**config.mk**
```make
export PLATFORM = sky130hd
export DESIGN_NAME = hc20_stream_accumulator
export DESIGN_NICKNAME = d
export VERILOG_FILES = /design/src/rtl/hc20_stream_accumulator.sv
export SDC_FILE = /design/constraint.sdc
export NUM_CORES = 1
export LEC_CHECK = 0
export CORE_MARGIN = 2
export CORE_UTILIZATION = 30
export DETAILED_ROUTE_END_ITERATION = 8
export GPL_ROUTABILITY_DRIVEN = 0
export GPL_TIMING_DRIVEN = 1
export SYNTH_ARGS = -nofsm -noshare
export SYNTH_HDL_FRONTEND = slang
export SYNTH_SLANG_ARGS = --single-unit
```
**constraint.sdc**
```tcl
create_clock -name clk -period 4.9 [get_ports clk]
set_clock_uncertainty 0.15 [all_clocks]
set_input_delay 0.98 -clock clk [delete_from_list [all_inputs] [get_ports clk]]
set_output_delay 0.98 -clock clk [all_outputs]
set_load 0.01 [all_outputs]
```
**src/rtl/hc20_stream_accumulator.sv**
```systemverilog
// hc20_stream_accumulator
//   Accumulates a framed stream of 20-bit words through a Han-Carlson adder.
//   At the end of each frame it presents the frame total, a sticky unsigned
//   overflow flag and a saturating beat count on a valid/ready result port.
//   Contains the adder (hc20_adder) and the wrapper (hc20_stream_accumulator).

// 20-bit Han-Carlson adder, no carry in, no carry out.
// Odd bit positions run a Kogge-Stone prefix tree; even positions are
// resolved in one extra level from their odd neighbour below.
module hc20_adder (
    input  logic [19:0] a_i,
    input  logic [19:0] b_i,
    output logic [19:0] sum_o
);
    logic [19:0] g;
    logic [19:0] p;
    logic [19:0] gg;
    logic [19:0] pp;
    logic [19:0] gn;
    logic [19:0] pn;
    logic [19:0] c;

    // prefix tree, odd-position combine levels, then even fix-up and sum
    always_comb begin
        g  = a_i & b_i;
        p  = a_i ^ b_i;
        gg = g;
        pp = p;
        gn = g;
        pn = p;
        c  = '0;
        for (int l = 0; l < 5; l++) begin
            gn = gg;
            pn = pp;
            for (int i = 1; i < 20; i += 2) begin
                if (i >= (1 << l)) begin
                    gn[i] = gg[i] | (pp[i] & gg[i - (1 << l)]);
                    pn[i] = pp[i] & pp[i - (1 << l)];
                end
            end
            gg = gn;
            pp = pn;
        end
        // carry into bit i is the group generate of bits [i-1:0]
        for (int i = 1; i < 20; i++) begin
            if ((i - 1) % 2 == 1) begin
                c[i] = gg[i - 1];
            end else if (i == 1) begin
                c[i] = g[0];
            end else begin
                c[i] = g[i - 1] | (p[i - 1] & gg[i - 2]);
            end
        end
        sum_o = p ^ c;
    end
endmodule

module hc20_stream_accumulator #(
    // the adder instance is hard-wired to 20 bits; no other width is legal
    parameter int WIDTH = 20,
    parameter int CNT_W = 8
) (
    input  logic             clk,
    input  logic             rst,
    input  logic             in_valid,
    output logic             in_ready,
    input  logic [WIDTH-1:0] in_data,
    input  logic             in_last,
    output logic             out_valid,
    input  logic             out_ready,
    output logic [WIDTH-1:0] out_sum,
    output logic             out_overflow,
    output logic [CNT_W-1:0] out_count
);
    typedef enum logic [1:0] {
        IDLE  = 2'd0,
        ACCUM = 2'd1,
        HOLD  = 2'd2
    } state_t;

    state_t           state_q;
    logic [WIDTH-1:0] acc_q;
    logic             ovf_q;
    logic [CNT_W-1:0] cnt_q;
    logic             out_valid_q;
    logic [WIDTH-1:0] out_sum_q;
    logic             out_overflow_q;
    logic [CNT_W-1:0] out_count_q;

    logic [WIDTH-1:0] op_a;
    logic [WIDTH-1:0] sum;
    logic             carry;
    logic             beat;
    logic [WIDTH-1:0] acc_d;
    logic             ovf_d;
    logic [CNT_W-1:0] cnt_d;

    // unsigned carry out of the MSB, rebuilt from operand and sum MSBs
    function automatic logic carry_out(input logic a_msb, input logic b_msb,
                                       input logic s_msb);
        return (a_msb & b_msb) | ((a_msb ^ b_msb) & ~s_msb);
    endfunction

    // beat counter increment that sticks at all-ones
    function automatic logic [CNT_W-1:0] sat_inc(input logic [CNT_W-1:0] v);
        return (&v) ? v : v + 1'b1;
    endfunction

    hc20_adder u_adder (
        .a_i   (op_a),
        .b_i   (in_data),
        .sum_o (sum)
    );

    // first beat of a frame starts from zero so no explicit clear is needed
    always_comb begin
        op_a  = (state_q == IDLE) ? '0 : acc_q;
        beat  = in_valid & in_ready;
        carry = carry_out(op_a[WIDTH-1], in_data[WIDTH-1], sum[WIDTH-1]);
        acc_d = sum;
        if (state_q == IDLE) begin
            ovf_d = carry;
            cnt_d = {{(CNT_W-1){1'b0}}, 1'b1};
        end else begin
            ovf_d = ovf_q | carry;
            cnt_d = sat_inc(cnt_q);
        end
    end

    // frame FSM: accumulate beats, capture result on the last one, hold it
    // until the consumer takes it
    always_ff @(posedge clk) begin
        if (rst) begin
            state_q        <= IDLE;
            acc_q          <= '0;
            ovf_q          <= 1'b0;
            cnt_q          <= '0;
            out_valid_q    <= 1'b0;
            out_sum_q      <= '0;
            out_overflow_q <= 1'b0;
            out_count_q    <= '0;
        end else begin
            case (state_q)
                IDLE, ACCUM: begin
                    if (beat) begin
                        acc_q <= acc_d;
                        ovf_q <= ovf_d;
                        cnt_q <= cnt_d;
                        if (in_last) begin
                            state_q        <= HOLD;
                            out_valid_q    <= 1'b1;
                            out_sum_q      <= acc_d;
                            out_overflow_q <= ovf_d;
                            out_count_q    <= cnt_d;
                        end else begin
                            state_q <= ACCUM;
                        end
                    end
                end
                HOLD: begin
                    if (out_ready) begin
                        state_q     <= IDLE;
                        out_valid_q <= 1'b0;
                    end
                end
                default: begin
                    state_q <= IDLE;
                end
            endcase
        end
    end

    assign in_ready     = (state_q != HOLD);
    assign out_valid    = out_valid_q;
    assign out_sum      = out_sum_q;
    assign out_overflow = out_overflow_q;
    assign out_count    = out_count_q;
endmodule

```
After elaboration in Yosys (flattened, before gate mapping):

Cells that the tools add are included.

* $add $sub $neg: 1
* eq/ne operators: 6
* multiplexer cells: 12
* bitwise gates (word level): 109
* reduce and logical (&&, ||, !) cells: 8

Operators by type and width (count)
* $and A1 B1 Y1: 63
* $or A1 B1 Y1: 41
* $xor A20 B20 Y20: 2
* $mux W20: 1
* $and A19 B19 Y19: 1
* $mux W8: 2
* $add A8 B1 Y8 const B: 1
* $ne A2 B2 Y1 const B: 4
* $reduce_and A8 Y1: 1
* $mux W2: 3
* $mux W1: 4
* $pmux W2 S2: 1
* $reduce_and A2 Y1: 2
* $reduce_and A4 Y1: 1
* $reduce_and A3 Y1: 1
* $eq A2 B1 Y1 const B: 1
* $eq A2 B2 Y1 const B: 1
* $logic_not A2 Y1: 1
* $pmux W1 S2: 1
* $reduce_bool A2 Y1: 1
* $reduce_or A2 Y1: 1
* $not A1 Y1: 1
* $xor A1 B1 Y1: 1

* flip-flop bits (word level): 61
* output and inout bits: 31
* word-level logic and storage cells: 144

Longest topological paths before layout:

Gate-level depths: netlist (run 1).

* depth after elaboration: 20
* depth in mapped cells: 16
* gate-level depth less buffers: 14

Cells and area by module:

A second synthesis (run 1) with hierarchy kept.

* cells, all modules: 407
* area, all modules: 3335.7 sq um

Modules (own cells, without submodules)
* hc20_stream_accumulator: instances 1, cells an instance 316, area each 2544.9 sq um, seq. area each 1221.2 sq um
* hc20_adder: instances 1, cells an instance 91, area each 790.8 sq um, seq. area each 0.0 sq um

Worst setup path before layout (run 1):

No wires, ideal clock.

* path kind: reg2reg
* start: reg state_q[1]
* end: reg acc_q[19]
* setup time: 0.086 ns
* data arrival time: 3.236 ns
* required time: 4.664 ns
* setup slack: 1.429 ns
* stages on the path, launching flop included: 15
* buffers on the path: 2
* clock period less this slack: 3.471 ns
* path through: dfxtp_1 > or2_2 > clkbuf_1 > clkbuf_1 > and2_1 > ha_1 > fa_1 > a211oi_1 > o211ai_1 > nand3_1 > a21oi_1 > fa_1 > inv_1 > fa_1 > a211oi_1

* word-level cells in the longest chain between the ends: 15
* elaborated cells on any way between the ends: 61
* classes of those cells: 2 x eq/ne; 1 x mux; 55 x bitwise; 3 x reduce/logical

Ends and longest elaborated chain
* start, declared: line 81 `state_t state_q;`
* start signal, assigned: line 134 `state_q <= IDLE;`
* start signal, assigned: line 150 `state_q <= HOLD;`
* start signal, assigned: line 156 `state_q <= ACCUM;`
* $logic_not A2 Y1: line 117, 143
* $mux W20: line 117 `op_a = (state_q == IDLE) ? '0 : acc_q;`
* $xor A20 B20 Y20 / $and A19 B19 Y19 (equally long branches): line 26, 25
* $and A1 B1 Y1: line 37 `gn[i] = gg[i] | (pp[i] & gg[i - (1 << l)]);`
* $or A1 B1 Y1
* $and A1 B1 Y1: line 37
* $or A1 B1 Y1: line 37
* $and A1 B1 Y1: line 37
* $or A1 B1 Y1: line 37
* $and A1 B1 Y1: line 37
* $or A1 B1 Y1 (2 in a row): line 37
* $and A1 B1 Y1: line 51 `c[i] = g[i - 1] | (p[i - 1] & gg[i - 2]);`
* $or A1 B1 Y1: line 51
* $xor A20 B20 Y20: line 54 `sum_o = p ^ c;`
* end signal, assigned: line 135 `acc_q <= '0;`
* end signal, assigned: line 146 `acc_q <= acc_d;`
* end, declared: line 82 `logic [WIDTH-1:0] acc_q;`

Several ways; a longest one is shown, not always the timed one.
A chain may end at the register's enable or synchronous reset.

Final worst setup path (run 1):

Same ends and word-level chain as after synthesis.

==> impl_metrics.tcl, run 1 <==
set metrics [dict create \
    crit_path_max_fanout 25 \
    final_cell_mix "65 x nand2_1, 61 x dfxtp_1, 54 x clkdlybuf4s50_1, 38 x a21oi_1, 34 x nor2_1" \
    grt_use_total_pct 13.7 \
    critPathTopFamily "adder cells" \
    crit_buf_inv 1 \
    vdd.ir_drop.worst_mv 0.128 \
    cts_resized 0 \
    critPathArrivalTime_ns 3.90 \
    required_ns 5.00 \
    grt_overflow_total 0 \
    async_reset_ff_share_pct 0 \
    cts_tree "built" \
    final_cell_area_um2 4090 \
    report.final.hold_viol_count 0 \
    area_delta_synth_final_pct 25.6 \
    fp-row-count 38 \
    drt_iter0_markers 96 \
    hold_path.class "flop to flop" \
    antenna_found_initial 0 \
    crit_top_cell "fa_1" \
    critPathLaunchType "flop" \
    synth_cells 380 \
    p_total_mw 1.23 \
    max_freq_mhz 263 \
    die_area_um2 11700 \
    clk-insertion-delay-late_ns 0.34 \
    synth_seq_cells 61 \
    cp_slowest_cell "or2_2" \
    coreArea_um2 10700 \
    crit_type "flop to flop" \
    final_antenna_net_count 0 \
    wl_per_cell_um 13.5 \
    yosysWarnings 0 \
    crit_chain "or2_2 > and2_1 > ha_1 > fa_1 > a211oi_1 > o211ai_1 > nand3_1 > a21oi_1 > fa_1 > inv_1 > fa_1 > a211oi_1" \
    r2r_cells 12 \
    relSlewSlack_pct 41.5 \
    syn_area_per_cell_um2 8.57 \
    dr.pass1.iters 4 \
    p_per_area_nw_per_um2 301 \
    status "finished clean" \
    r2r_slack_ns 1.09 \
    ctsHtreeMaxLevel 3 \
    wirelength_mm 7.75 \
    slew_violations 0 \
    placed_cell_area_um2 3880 \
    mostFrequentLayoutCell "nand2_1" \
    num_antenna_cells 0 \
    die_h_um 108 \
    clockBufferDepth 2 \
    utilization_pct 38.3 \
    synth_area_um2 3260 \
    worst_pin_slew_ns 0.878 \
    synthDistinctLibCells 49 \
    nNetsFinal 481 \
    max_stage_delay_ns 0.52 \
    post_cts_buffers 0 \
    rsz0062_at_grt "false" \
    grt_pass1_vias 2617 \
    tns_ns 0 \
    synth_seq_area_share_pct 37.5 \
    die_w_um 108 \
    holdPathStages 2 \
    avgViaCountPerCell 4.89 \
    vias 2797 \
    p_leak_nw 1.57 \
    grt_pass1_wl_mm 12.6 \
    r2r-end "acc_q[19]" \
    grt_start_max_net_pins 50 \
    ios 56 \
    cap_viol_max_count 0 \
    worstHoldStart "acc_q[4]" \
    postCtsHoldBufs 0 \
    worst_r2r_startpoint "state_q[1]" \
    endpoint_kind "flop" \
    min_period_over_period_pct 77.7 \
    dp_hpwl_mm 5.37 \
    drc 0 \
    synth_flop_cell "dfxtp_1" \
    synth_edf_count 0 \
    hold_end "acc_q[4]" \
    fin_crit_ns 3.81 \
    clk_pin_slew_ns 0.07 \
    start_util_pct 30.5 \
    port_buffers 55 \
    cts_buffers 9 \
    final_layout_size_suffix_gt1_share_pct 6.48 \
    cts_root_buf "clkbuf_8" \
    cts.sinks 61 \
    synth_nets 434 \
    finalSetupViolCount 0 \
]
state kept, by name, indices dropped and copies added, names as in the netlist:
name	flops
out_sum	20
out_count	8
cnt_q	8
out_valid	1
acc_q	20
state_q	2
out_overflow	1
ovf_q	1
power breakdown:
part	total [mW]	internal [mW]	switching [mW]
clock network	0.477	0.276	0.201
registers	0.541	0.525	0.0154
logic	0.214	0.0982	0.116
total	1.23	0.900	0.333
synth_stat cells (5+ instances only):
master | number | area [um^2]
clkbuf_1 | 10 | 37.5
and2_1 | 19 | 119
ha_1 | 18 | 225
xnor2_1 | 9 | 78.8
fa_1 | 11 | 220
a21oi_1 | 38 | 190
nand2_1 | 65 | 244
nand4_1 | 5 | 31.3
o21ai_0 | 6 | 30.0
a211oi_1 | 24 | 180
buf_2 | 7 | 35.0
nand3b_1 | 5 | 37.5
inv_1 | 11 | 41.3
nor2_1 | 34 | 128
dfxtp_1 | 61 | 1220
layer usage:
layer | wire length (um) | track usage [%] | vias to the layer above
met5 | 0 | 0 | -
met4 | 102 | 5.22 | 0
met3 | 371 | 2.71 | 10
met2 | 3470 | 21.1 | 58
met1 | 3810 | 18.8 | 1310
li1 | - | - | 1419
through the flow:
| step | cells | hold WS (ns) | worst slack (ns) |
|---|---|---|---|
| finish | 572 | 0.300 | 1.09 |
| global route | 572 | 0.323 | 0.811 |
| CTS | 572 | 0.305 | 1.06 |
| detailed placement | 556 | 0.296 | 0.790 |
| global placement | 556 | 0.288 | 0.848 |
| floorplan | 380 | 0.282 | 1.43 |
kinds of logic after synthesis:
| group | after synthesis | synth area share [%] |
|---|---|---|
| buffers and inverters | 34 | 5.18 |
| XOR/XNOR | 9 | 2.42 |
| multiplexers | 1 | 0.307 |
| flip-flops | 61 | 37.5 |
| AO/OA/AOI/OAI | 98 | 19.7 |
| adder cells (fa/ha/maj) | 29 | 13.7 |
| AND/OR/NAND/NOR | 148 | 21.2 |
layout make-up:
cell class | instances | area (um^2)
fillers | 1096 | 6610
clock buffers | 13 | 169
clock inverters | 3 | 42.5
multi-input cells | 285 | 1870
flip-flops and latches | 61 | 1220
repair buffers | 59 | 576
inverters | 11 | 41.3
well taps | 140 | 175
worst max-delay path by stage:
stage	startpoint	end	slack, ns	depth (start not counted)
4_1_cts	state_q[1]	acc_q[19]	1.06	12
2_1_floorplan	state_q[1]	acc_q[19]	1.43	14
5_1_grt	state_q[1]	acc_q[19]	0.81	12
3_3_place_gp	in_data[0]	out_sum[19]	0.85	11
3_5_place_dp	in_data[0]	acc_q[19]	0.79	11
6_report	state_q[1]	acc_q[19]	1.09	12
worst min-delay path, delay by kind of cell, from the launching register on:
kind / cells / cell delay, ns
flops: 1 / 0.31
simple gates: 1 / 0.05
compound gates: 1 / 0.05
No activity file was read; power rests on OpenSTA's default activity.
==> inputs of run 2 (changes only) <==
==> constraint.sdc (replaced) <==
create_clock -name clk -period 3.7 [get_ports clk]
set_clock_uncertainty 0.15 [all_clocks]
set_input_delay 0.74 -clock clk [delete_from_list [all_inputs] [get_ports clk]]
set_output_delay 0.74 -clock clk [all_outputs]
set_load 0.01 [all_outputs]
==> impl_metrics.tcl, run 2 (synthesis gave the netlist of run 1 again) <==
set metrics [dict create \
    cp_slowest_cell "fa_1" \
    dp_hpwl_mm 5.48 \
    crit_chain "or2_2 > and2_1 > ha_1 > fa_1 > a211oi_2 > o211ai_1 > nand3_1 > a21oi_1 > fa_1 > inv_1 > fa_1 > a211oi_1" \
    grt_start_max_net_pins 52 \
    fin_cells 579 \
    die_w_um 108 \
    p_comb_share_pct 18.4 \
    fin_crit_ns 3.46 \
    clk_pin_slew_ns 0.07 \
    seq_power_share_pct 44.6 \
    p_leak_nw 1.61 \
    netSwitchingFraction_pct 27.7 \
    dp_slack_ns -0.149 \
    dr.pass1.iters 4 \
    die_area_um2 11700 \
    num_antenna_cells 0 \
    coreArea_um2 10700 \
    p_per_area_nw_per_um2 389 \
    p_sw_mw 0.445 \
    wirelength_mm 7.74 \
    worst_r2r_startpoint "state_q[1]" \
    mostFrequentLayoutCell "nand2_1" \
    endpoint_kind "flop" \
    wl_per_cell_um 13.4 \
    critPathArrivalTime_ns 3.56 \
    nFillCells 1113 \
    critPathLaunchType "flop" \
    vdd.ir_drop.worst_mv 0.139 \
    cap_viol_max_count 0 \
    required_ns 3.80 \
    cts_buffers 9 \
    clk-insertion-delay-late_ns 0.34 \
    cts.sinks 61 \
    relSlewSlack_pct 39.2 \
    r2r_cells 12 \
    rsz0062_at_grt "false" \
    nNetsFinal 488 \
    grt_pass1_wl_mm 13.4 \
    crit_top_cell "fa_1" \
    final_cell_mix "65 x nand2_1, 61 x dfxtp_1, 54 x clkdlybuf4s50_1, 38 x a21oi_1, 34 x nor2_1" \
    clockBufferDepth 2 \
    tns_ns 0 \
    hold_path.class "flop to flop" \
    hold_end "acc_q[6]" \
    r2r_slack_ns 0.24 \
    placedCellCount 563 \
    crit_type "flop to flop" \
    worst_pin_slew_ns 0.912 \
    worstHoldStart "acc_q[6]" \
    max_stage_delay_ns 0.43 \
    setup_ws_ns 0.243 \
    drc 0 \
    min_period_over_period_pct 93.4 \
    cts_tree "built" \
    final_antenna_net_count 0 \
    status "finished clean" \
    ios 56 \
    die_h_um 108 \
    fp-row-count 38 \
    r2r-end "acc_q[19]" \
    slew_violations 0 \
    vias 2810 \
    grt_overflow_total 0 \
    port_buffers 55 \
    p_int_mw 1.16 \
    max_freq_mhz 289 \
    power_frac_clock_pct 37.0 \
    grt_pass1_vias 2740 \
    grt_use_total_pct 14.6 \
    area_delta_synth_final_pct 26.8 \
    report.final.hold_viol_count 0 \
    drt_iter0_markers 113 \
    finalSetupViolCount 0 \
    ctsHtreeMaxLevel 3 \
    holdPathStages 2 \
    antenna_found_initial 0 \
    start_util_pct 30.5 \
    avgViaCountPerCell 4.85 \
    final_layout_size_suffix_gt1_share_pct 8.20 \
    cts_root_buf "clkbuf_8" \
    crit_path_max_fanout 6 \
]
## run 2: cell count changes in the layout (fill, tap and decap cells not counted), sizes merged
cell,delta
buf,+7
clkinv,+3
clkbuf,-2
clkinvlp,-1
## run 2: timing repair
action | 4_1_cts | 5_1_grt
gates resized for setup | 0 | 1
setup buffers | 0 | 0
setup endpoints to repair | 0 | 3
hold endpoints to repair | 0 | 0
hold buffers | 0 | 0
## run 2: final cells by class
| cell class | instances | area (um^2) | area share [%] |
|---|---|---|---|
| clock inverter | 5 | 50.0 | 1.21 |
| timing repair buffer | 66 | 628 | 15.2 |
| clock buffer | 11 | 141 | 3.42 |
| tap | 140 | 175 | 4.24 |
| sequential | 61 | 1220 | 29.6 |
| inverter | 11 | 41.3 | 1.00 |
| multi-input combinational | 285 | 1870 | 45.3 |
## run 2: worst max-delay path: cells and delay by family, from the launching register on
kind | cells | cell delay [ns]
adders and majority gates | 4 | 1.42
and+or+nand+nor | 3 | 0.68
AOI/OAI and AO/OA | 4 | 0.69
DFF | 1 | 0.34
buffers and inverters | 1 | 0.08
## run 2: per-layer routing
| metal | part of all wire [%] | GRT usage [%] | wire, um | vias up |
|---|---|---|---|---|
| met5 | 0 | 0 | 0 | - |
| met3 | 3.7 | 2.83 | 284 | 11 |
| li1 | - | - | - | 1435 |
| met4 | 1.7 | 6.04 | 135 | 0 |
| met2 | 45 | 21.2 | 3450 | 51 |
| met1 | 50 | 21.1 | 3870 | 1313 |
## run 2: per-stage QoR
stage                     area [um^2]  hold slack, ns  utilization (%)  total power, mW
final                            4130           0.300             38.6             1.60
after global routing             4130           0.322             38.6             1.70
after CTS                        4130           0.303             38.6             1.62
after detailed placement         3930           0.294             36.8             1.03
after global placement           3930           0.289             36.8             1.02
after floorplan                  3260           0.282                -            0.909
## run 2: worst max-delay path by stage
stage	from	to	cells after the start	slack, ns
floorplan	state_q[1]	acc_q[19]	14	0.23
global placement	in_data[0]	out_sum[19]	11	-0.07
detailed placement	in_data[0]	acc_q[19]	11	-0.15
CTS	state_q[1]	acc_q[19]	12	0.16
global route	state_q[1]	out_sum[19]	12	0.0006
finish	state_q[1]	acc_q[19]	12	0.24
## run 2: power by group through the flow
stage | Clock [mW] | Sequential, mW | Combinational [mW]
floorplan | 0 | 0.735 | 0.174
global placement | 0 | 0.731 | 0.292
detailed placement | 0 | 0.731 | 0.294
CTS | 0.610 | 0.717 | 0.297
global route | 0.645 | 0.721 | 0.335
finish | 0.594 | 0.716 | 0.295
==> inputs of run 3 (changes only) <==
--- a/config.mk
+++ b/config.mk
@@ -5,7 +5,6 @@
 export SDC_FILE = /design/constraint.sdc
 export NUM_CORES = 1
 export LEC_CHECK = 0
-export CORE_MARGIN = 2
 export CORE_UTILIZATION = 30
 export DETAILED_ROUTE_END_ITERATION = 8
 export GPL_ROUTABILITY_DRIVEN = 0
==> impl_metrics.tcl, run 3 (synthesis gave the netlist of run 1 again) <==
set metrics [dict create \
    start_util_pct 31.3 \
    crit_type "flop to flop" \
    cts_tree "built" \
    critPathArrivalTime_ns 3.60 \
    clk-insertion-delay-late_ns 0.33 \
    hold_path.class "flop to flop" \
    rsz0062_at_grt "false" \
    fin_crit_ns 3.50 \
    grt_pass1_wl_mm 13.4 \
    setup.worst_path.start "state_q[1]" \
    area_delta_synth_final_pct 26.0 \
    grt_overflow_total 0 \
    dp_hpwl_mm 5.41 \
    mostFrequentLayoutCell "nand2_1" \
    cap_viol_max_count 0 \
    final_layout_size_suffix_gt1_share_pct 7.57 \
    cts_buffers 9 \
    vias 2841 \
    drc 0 \
    die_w_um 106 \
    wl_per_cell_um 13.7 \
    die_h_um 106 \
    wirelength_mm 7.85 \
    vdd.ir_drop.worst_mv 0.139 \
    dr.pass1.iters 4 \
    final_cell_mix "65 x nand2_1, 61 x dfxtp_1, 54 x clkdlybuf4s50_1, 38 x a21oi_1, 34 x nor2_1" \
    post_cts_buffers 0 \
    die_area_um2 11300 \
    relSlewSlack_pct 46.4 \
    postCtsHoldBufs 0 \
    grt_start_max_net_pins 40 \
    coreArea_um2 10400 \
    cts_resized 0 \
    p_leak_nw 1.59 \
    port_buffers 55 \
    crit_path_max_fanout 18 \
    utilization_pct 39.4 \
    setup_ws_ns 0.203 \
    report.final.hold_viol_count 0 \
    num_antenna_cells 0 \
    worst_pin_slew_ns 0.803 \
    nNetsFinal 486 \
    worstHoldStart "acc_q[4]" \
    worst_r2r_startpoint "state_q[1]" \
    cts_root_buf "clkbuf_8" \
    finalSetupViolCount 0 \
    min_period_over_period_pct 94.5 \
    avgViaCountPerCell 4.97 \
    status "finished clean" \
    antenna_found_initial 0 \
    required_ns 3.80 \
    holdPathStages 2 \
    fp-row-count 37 \
    drt_iter0_markers 85 \
    endpoint_kind "flop" \
    ctsHtreeMaxLevel 3 \
    ios 56 \
    cts.sinks 61 \
    clk_pin_slew_ns 0.07 \
    holdWs_ns 0.301 \
    max_freq_mhz 286 \
    grt_use_total_pct 15.2 \
    dp_slack_ns -0.105 \
    r2r_cells 12 \
    slew_violations 0 \
    p_per_area_nw_per_um2 380 \
    grt_pass1_vias 2749 \
    clockBufferDepth 2 \
    critPathLaunchType "flop" \
    final_antenna_net_count 0 \
    tns_ns 0 \
]
-- run 3: power by group --
group	leakage (nW)	total, mW	switching [mW]	internal, mW
clock network	0.0926	0.547	0.253	0.294
registers	0.500	0.718	0.0222	0.696
logic	0.998	0.296	0.158	0.138
total	1.59	1.56	0.433	1.13
-- run 3: path summary, 6_finish.rpt --
path	endpoint	slack (ns)
setup / recovery	out_sum[19]	0.20
hold / removal	acc_q[4]	0.30
setup reg to reg	out_sum[19]	0.20
hold reg to reg	acc_q[4]	0.30
-- run 3: cell type report --
cell class,instances,area [um^2]
clock buffers,14,173
clock inverters,1,5.00
fillers,1067,6310
inverters,11,41.3
multi-input cells,285,1880
flip-flops and latches,61,1220
well taps,136,170
repair buffers,64,613
-- run 3: critical path, stage by stage (launching register included) --
cell	delay, ns
dfxtp_1	0.35
or2_4	0.32
buf_4	0.21
and2_1	0.17
ha_1	0.29
a21oi_1	0.25
o22ai_1	0.14
nor4_1	0.28
a21oi_1	0.14
fa_1	0.38
inv_1	0.08
fa_1	0.43
a211oi_1	0.20
-- run 3: metrics by stage --
stage | power (mW) | instances | area [um^2]
2_1_floorplan | 0.909 | 380 | 3260
3_3_place_gp | 1.02 | 557 | 3910
3_5_place_dp | 1.02 | 557 | 3910
4_1_cts | 1.58 | 572 | 4090
5_1_grt | 1.65 | 572 | 4110
6_report | 1.56 | 572 | 4110
-- run 3: layer usage --
metal  track usage [%]  routed length (um)  vias up
li1                  -                   -     1440
met1              20.5                3820     1310
met2              23.3                3450       81
met3              3.00                 464       10
met4              6.75                 121        0
met5                 0                   0        -
